**src/rtl/score_bcd_counter.sv**
```systemverilog
// Four-digit packed-BCD score counter with a digit-serial adder, saturation, a one-deep event
// buffer, and an optional high-score register that is built only when SCORE_HISCORE_EN is defined.
module score_bcd_counter #(
  parameter logic [15:0] SAT_VALUE = 16'h9999
) (
  input  logic        CLK100MHZ,
  input  logic        CPU_RESETN,
  input  logic        game_clear,
  input  logic        eat,
  input  logic [3:0]  points,
  input  logic        game_over,
  output logic [15:0] score,
  output logic [15:0] high_score,
  output logic        busy,
  output logic        overflow,
  output logic [1:0]  dbg_state_o
);

  typedef enum logic [1:0] {
    S_IDLE = 2'd0,
    S_ADD  = 2'd1,
    S_SAT  = 2'd2
  } state_e;

  state_e      state_q, state_d;
  logic [1:0]  digit_q, digit_d;
  logic        carry_q, carry_d;
  logic [3:0]  addend_q, addend_d;
  logic [15:0] acc_q, acc_d;
  logic [15:0] score_q, score_d;
  logic        commit_q, commit_d;
  logic        pend_q, pend_d;
  logic [3:0]  pend_pts_q, pend_pts_d;
  logic        ovf_q, ovf_d;
  logic        eat_prev_q, eat_arm_q;

  logic        eat_evt;
  logic [3:0]  pts_norm;
  logic [3:0]  cur_digit;
  logic [3:0]  add_in;
  logic [4:0]  dsum;
  logic [4:0]  dsum_adj;
  logic        dgt_carry;
  logic [15:0] acc_new;
  logic        over_sat;
  logic        busy_int;

  // The arm bit keeps an eat line held high across reset from counting as a new edge.
  assign eat_evt  = eat & ~eat_prev_q & eat_arm_q;
  assign pts_norm = ((points == 4'd0) || (points > 4'd9)) ? 4'd1 : points;

  always_comb begin
    cur_digit = acc_q[3:0];
    case (digit_q)
      2'd0: cur_digit = acc_q[3:0];
      2'd1: cur_digit = acc_q[7:4];
      2'd2: cur_digit = acc_q[11:8];
      2'd3: cur_digit = acc_q[15:12];
      default: cur_digit = acc_q[3:0];
    endcase
  end

  assign add_in    = (digit_q == 2'd0) ? addend_q : 4'd0;
  assign dsum      = {1'b0, cur_digit} + {1'b0, add_in} + {4'd0, carry_q};
  assign dgt_carry = (dsum > 5'd9);
  assign dsum_adj  = dgt_carry ? (dsum - 5'd10) : dsum;

  always_comb begin
    acc_new = acc_q;
    case (digit_q)
      2'd0: acc_new[3:0]   = dsum_adj[3:0];
      2'd1: acc_new[7:4]   = dsum_adj[3:0];
      2'd2: acc_new[11:8]  = dsum_adj[3:0];
      2'd3: acc_new[15:12] = dsum_adj[3:0];
      default: acc_new = acc_q;
    endcase
  end

  // Packed BCD orders the same as binary, so a plain magnitude compare suffices.
  assign over_sat = (acc_new > SAT_VALUE);

  always_comb begin
    state_d    = state_q;
    digit_d    = digit_q;
    carry_d    = carry_q;
    addend_d   = addend_q;
    acc_d      = acc_q;
    score_d    = score_q;
    commit_d   = 1'b0;
    pend_d     = pend_q;
    pend_pts_d = pend_pts_q;
    ovf_d      = ovf_q;

    if (commit_q) begin
      score_d = acc_q;
    end

    case (state_q)
      S_IDLE: begin
        if (pend_q) begin
          state_d    = S_ADD;
          digit_d    = 2'd0;
          carry_d    = 1'b0;
          addend_d   = pend_pts_q;
          pend_d     = eat_evt;
          pend_pts_d = eat_evt ? pts_norm : pend_pts_q;
        end else if (eat_evt) begin
          state_d  = S_ADD;
          digit_d  = 2'd0;
          carry_d  = 1'b0;
          addend_d = pts_norm;
        end
      end
      S_ADD: begin
        acc_d   = acc_new;
        carry_d = dgt_carry;
        digit_d = digit_q + 2'd1;
        if (digit_q == 2'd3) begin
          if (dgt_carry || over_sat) begin
            state_d = S_SAT;
          end else begin
            state_d  = S_IDLE;
            commit_d = 1'b1;
          end
        end
      end
      S_SAT: begin
        acc_d   = SAT_VALUE;
        score_d = SAT_VALUE;
        state_d = S_IDLE;
      end
      default: state_d = S_IDLE;
    endcase

    // Events landing mid-addition go to the single buffer slot, else they are lost.
    if ((state_q != S_IDLE) && eat_evt) begin
      if (!pend_q) begin
        pend_d     = 1'b1;
        pend_pts_d = pts_norm;
      end else begin
        ovf_d = 1'b1;
      end
    end

    if (game_clear) begin
      state_d  = S_IDLE;
      digit_d  = 2'd0;
      carry_d  = 1'b0;
      acc_d    = 16'h0000;
      score_d  = 16'h0000;
      commit_d = 1'b0;
      pend_d   = 1'b0;
      ovf_d    = 1'b0;
    end
  end

  always_ff @(posedge CLK100MHZ or negedge CPU_RESETN) begin
    if (!CPU_RESETN) begin
      state_q    <= S_IDLE;
      digit_q    <= 2'd0;
      carry_q    <= 1'b0;
      addend_q   <= 4'd0;
      acc_q      <= 16'h0000;
      score_q    <= 16'h0000;
      commit_q   <= 1'b0;
      pend_q     <= 1'b0;
      pend_pts_q <= 4'd0;
      ovf_q      <= 1'b0;
      eat_prev_q <= 1'b0;
      eat_arm_q  <= 1'b0;
    end else begin
      state_q    <= state_d;
      digit_q    <= digit_d;
      carry_q    <= carry_d;
      addend_q   <= addend_d;
      acc_q      <= acc_d;
      score_q    <= score_d;
      commit_q   <= commit_d;
      pend_q     <= pend_d;
      pend_pts_q <= pend_pts_d;
      ovf_q      <= ovf_d;
      eat_prev_q <= eat;
      if (!eat) begin
        eat_arm_q <= 1'b1;
      end
    end
  end

  assign busy_int    = (state_q != S_IDLE) || pend_q;
  assign busy        = busy_int;
  assign score       = score_q;
  assign overflow    = ovf_q;
  assign dbg_state_o = state_q;

`ifdef SCORE_HISCORE_EN
  logic        go_prev_q, go_arm_q;
  logic        go_wait_q, go_wait_d;
  logic [15:0] hs_q, hs_d;
  logic        go_evt;

  assign go_evt = game_over & ~go_prev_q & go_arm_q;

  // A game-over request waits until no addition is running or awaiting commit.
  always_comb begin
    go_wait_d = go_wait_q | go_evt;
    hs_d      = hs_q;
    if (go_wait_d && !busy_int && !commit_q) begin
      if (score_q > hs_q) begin
        hs_d = score_q;
      end
      go_wait_d = 1'b0;
    end
  end

  always_ff @(posedge CLK100MHZ or negedge CPU_RESETN) begin
    if (!CPU_RESETN) begin
      go_prev_q <= 1'b0;
      go_arm_q  <= 1'b0;
      go_wait_q <= 1'b0;
      hs_q      <= 16'h0000;
    end else begin
      go_prev_q <= game_over;
      go_wait_q <= go_wait_d;
      hs_q      <= hs_d;
      if (!game_over) begin
        go_arm_q <= 1'b1;
      end
    end
  end

  assign high_score = hs_q;
`else
  logic unused_game_over;
  assign unused_game_over = game_over;
  assign high_score       = 16'h0000;
`endif

endmodule

```
**config.mk**
```make
export PLATFORM = sky130hd
export DESIGN_NAME = score_bcd_counter
export DESIGN_NICKNAME = d
export VERILOG_FILES = /design/src/rtl/score_bcd_counter.sv
export SDC_FILE = /design/constraint.sdc
export NUM_CORES = 1
export LEC_CHECK = 0
export ABC_AREA = 1
export CORE_ASPECT_RATIO = 0.75
export CORE_MARGIN = 5
export CORE_UTILIZATION = 50
export CTS_CLUSTER_SIZE = 28
export DETAILED_ROUTE_END_ITERATION = 12
export PLACE_DENSITY = 0.75
export SYNTH_ARGS = -nofsm -noshare
export SYNTH_HDL_FRONTEND = slang
export SYNTH_SLANG_ARGS = --single-unit
```
**constraint.sdc**
```tcl
create_clock -name CLK100MHZ -period 5.83 [get_ports CLK100MHZ]
set_input_delay 0.583 -clock CLK100MHZ [delete_from_list [all_inputs] [get_ports CLK100MHZ]]
set_output_delay 0.583 -clock CLK100MHZ [all_outputs]
set_load 0.01 [all_outputs]
```
==> results.cfg <==
[run_status]
status = completed

[cts]
root_buffer = clkbuf_8
htreeDepth = 2
ctsHoldBuffers = 0
cts-buffers-inserted = 5
clock_sink_count = 50
tritoncts = built
clkTransAtPathRegs_ps = 90
post_cts.resized_instances = 0
buffers_inserted_by_post_cts_timing_repair = 0
worstSkewPairLatency_ps = 300
clk_path_buf_depth = 2

[floorplan]
die_y_um = 77.07
start_util_pct = 51.48
placeableCoreArea_mm2 = 0.005826
row_count = 24
die_x_um = 99.43
top_level_ports = 45
die_footprint_mm2 = 0.007663

[synthesis]
post_synthesis_cells = 400
yosys_warnings = 0
share_of_synthesized_area_occupied_by_flip_flops_and_latches_pct = 41.72
postSynth.asyncResetShare_pct = 100.0
flop_and_latch_count_out_of_synthesis = 50
post_synth_most_frequent_cells = 91 x nand2_1, 54 x inv_1, 50 x dfrtp_1, 39 x o21ai_0, 35 x nand3_1
mean_instance_size_in_the_synthesized_netlist_um2 = 7.498
synth.distinct_cells = 29
most_frequent_cell_after_synthesis = nand2_1
synth_area_leader_cell = dfrtp_1
yosys-top-cells-area = dfrtp_1 42%, nand2_1 11%, inv_1 6.8%
synth_largest_type_area_fraction_pct = 41.72
ys_flop_type = dfrtp_1
netlist_area_mm2 = 0.002999
synth-edff-count = 0

[timing]
number_of_pins_exceeding_their_max_slew_limit_in_the_final_report = 0
report.final.setup_viol = 0
finClkSkew_ps = 8.386
worst_slew_margin_rel_pct = 24.95
achievable-frequency_mhz = 239.3
final.min_clock_period_ps = 4179
fin_crit_sh_pct = 71.67
hold_viol = 0
least_margin_pin_slew_ps = 1126
timing.setup.tns_ps = 0
rsz0062_at_grt = false

[setup_path]
worst_setup_end_kind = flop
worstSetupPathType = flop to flop
critPathMaxFanout = 10
critical_path.startpoint_type = flop
timing.critical_path.arrival_ps = 4410
worst_ep_required_time_ps = 6060

[final_layout]
post_layout_nonfiller_instances = 501
nets = 443
antenna_cells = 0
drive_above_1_share_pct = 5.674
post-route-cell-area_mm2 = 0.003343
layout-area-overhead-vs-synth_pct = 11.47

[drt]
dr.pass1.iters = 5
avgViaCountPerCell = 5.297
routed_wire_length_per_instance_um = 13.89
via_count = 2654
drc = 0
initialDrtViolationCount = 211
postRouteWirelength_mm = 6.957
drt.antenna.violating_nets = 0

[place]
io_buffer_count = 27
placement.cell_area_mm2 = 0.003261
gp_congestion = 0.9193
dp_hpwl_mm = 5.349
dpl.cell_count = 494

[run]
maxCapViolCount = 0

[grt]
global_route.usage.total_pct = 19.49
grt_max_degree = 51
first_global_vias = 2453
globalRouteOverflowTotal = 0
grt_first_pass_wirelength_mm = 12.16
number_of_antenna_violations_at_the_first_check_in_global_routing = 0

[hold_path]
hold_class = flop to flop

[power_and_ir_drop]
power.density_mw_per_mm2 = 424.0
vdd.ir_drop.worst_uv = 439.9
power.leakage_uw = 0.001594
cell usage in the layout (no fill, tap or decap):
cell / netlist / layout
conb_1: 1 / 16
o21ai_1: 1 / 1
nand2_2: 5 / 5
nand2_1: 91 / 91
clkinv_2: 0 / 1
a21oi_2: 1 / 1
nand4_1: 2 / 2
nor3_1: 1 / 1
mux2_2: 3 / 3
a211oi_1: 1 / 1
o21ai_2: 2 / 2
a21boi_1: 2 / 2
o22ai_1: 10 / 10
o21ai_0: 39 / 39
a21oi_1: 26 / 26
dfrtp_1: 50 / 50
a221oi_1: 3 / 3
buf_2: 3 / 1
nand2_4: 1 / 1
nor2_2: 3 / 3
xnor2_1: 1 / 1
inv_1: 54 / 54
ha_1: 9 / 9
buf_4: 16 / 1
clkdlybuf4s50_1: 0 / 26
inv_6: 0 / 1
fa_1: 2 / 2
a31oi_1: 2 / 2
clkbuf_8: 0 / 5
nor2_1: 27 / 27
clkinv_1: 1 / 1
nand3_1: 35 / 35
path summary, 6_finish.rpt:
kind / end / slack (ps) / startpoint / depth (start not counted)
hold / removal: eat_arm_q / 480 / eat_arm_q / 2
setup / recovery: commit_q / 1650 / digit_q[0] / 22
min in group asynchronous: addend_q[3] / 500 / CPU_RESETN / 1
setup reg to reg: commit_q / 1650 / digit_q[0] / 22
hold reg to reg: eat_arm_q / 480 / eat_arm_q / 2
max in group asynchronous: score[7] / 4650 / CPU_RESETN / 1
logic make-up (layout without fill, tap and decap cells):
family / after synthesis / count (layout) / share of synthesized area [%]
buffers and inverters: 82 / 90 / 12.39
muxes: 3 / 3 / 1.126
xor gates and xnor gates: 1 / 1 / 0.2921
and+or+nand+nor: 165 / 165 / 23.24
other: 1 / 16 / 0.1250
AOI/OAI and AO/OA: 87 / 87 / 16.02
adders and majority gates: 11 / 11 / 5.090
DFF: 50 / 50 / 41.72
through the flow:
| step | hold slack [ps] | setup WS (ps) | total power (uW) | util (%) |
|---|---|---|---|---|
| after floorplan | 287.4 | 2344 | 1043 | - |
| after global placement | 450.6 | 1798 | 1198 | 55.97 |
| after detailed placement | 457.7 | 1715 | 1217 | 55.97 |
| after CTS | 480.0 | 1671 | 1414 | 57.39 |
| after global routing | 493.6 | 1251 | 1564 | 57.39 |
| final | 475.6 | 1651 | 1418 | 57.39 |
worst max-delay path, cell delays in order (launching register included):
cell	delay [ps]
dfrtp_1	430
ha_1	390
inv_1	210
o22ai_1	230
o22ai_1	160
fa_1	410
inv_1	100
fa_1	480
inv_1	140
ha_1	220
nand2_1	60
a21boi_1	130
nand2_2	120
nand2_4	80
nand2_2	110
nand3_1	70
o21ai_0	160
nand4_1	130
nor2_1	160
nand2_1	60
nand2_1	110
nand2_1	60
nor2_1	80
where the power goes:
part           switching [uW]  total, uW  internal [uW]  leakage [uW]
clock network             114        198           83.1     0.0000444
logic                     529        786            257      0.000877
registers                40.6        434            394      0.000672
state kept, by name, summed over array words and instances (netlist names):
register	count
eat_prev_q	1
acc_q	16
pend_q	1
addend_q	4
overflow	1
score	16
dbg_state_o	2
digit_q	2
pend_pts_q	4
commit_q	1
eat_arm_q	1
carry_q	1
layer usage:
metal	share of wire, %	vias up	GRT usage, %	wire, um
li1	-	1318	-	-
met1	51	1237	30.61	3519
met2	42	95	27.75	2897
met3	7.1	4	3.173	492
met4	0.66	0	4.638	46
met5	0	-	0	0
layout make-up:
| cell class | count | area, um2 |
|---|---|---|
| Clock buffer | 5 | 68.82 |
| Clock inverter | 2 | 13.76 |
| Fill cell | 541 | 2482 |
| Inverter | 55 | 206.4 |
| Multi-Input combinational cell | 283 | 1433 |
| Sequential cell | 50 | 1251 |
| Tap cell | 78 | 97.59 |
| Timing Repair Buffer | 28 | 272.8 |
No activity file was read; power rests on OpenSTA's default activity.
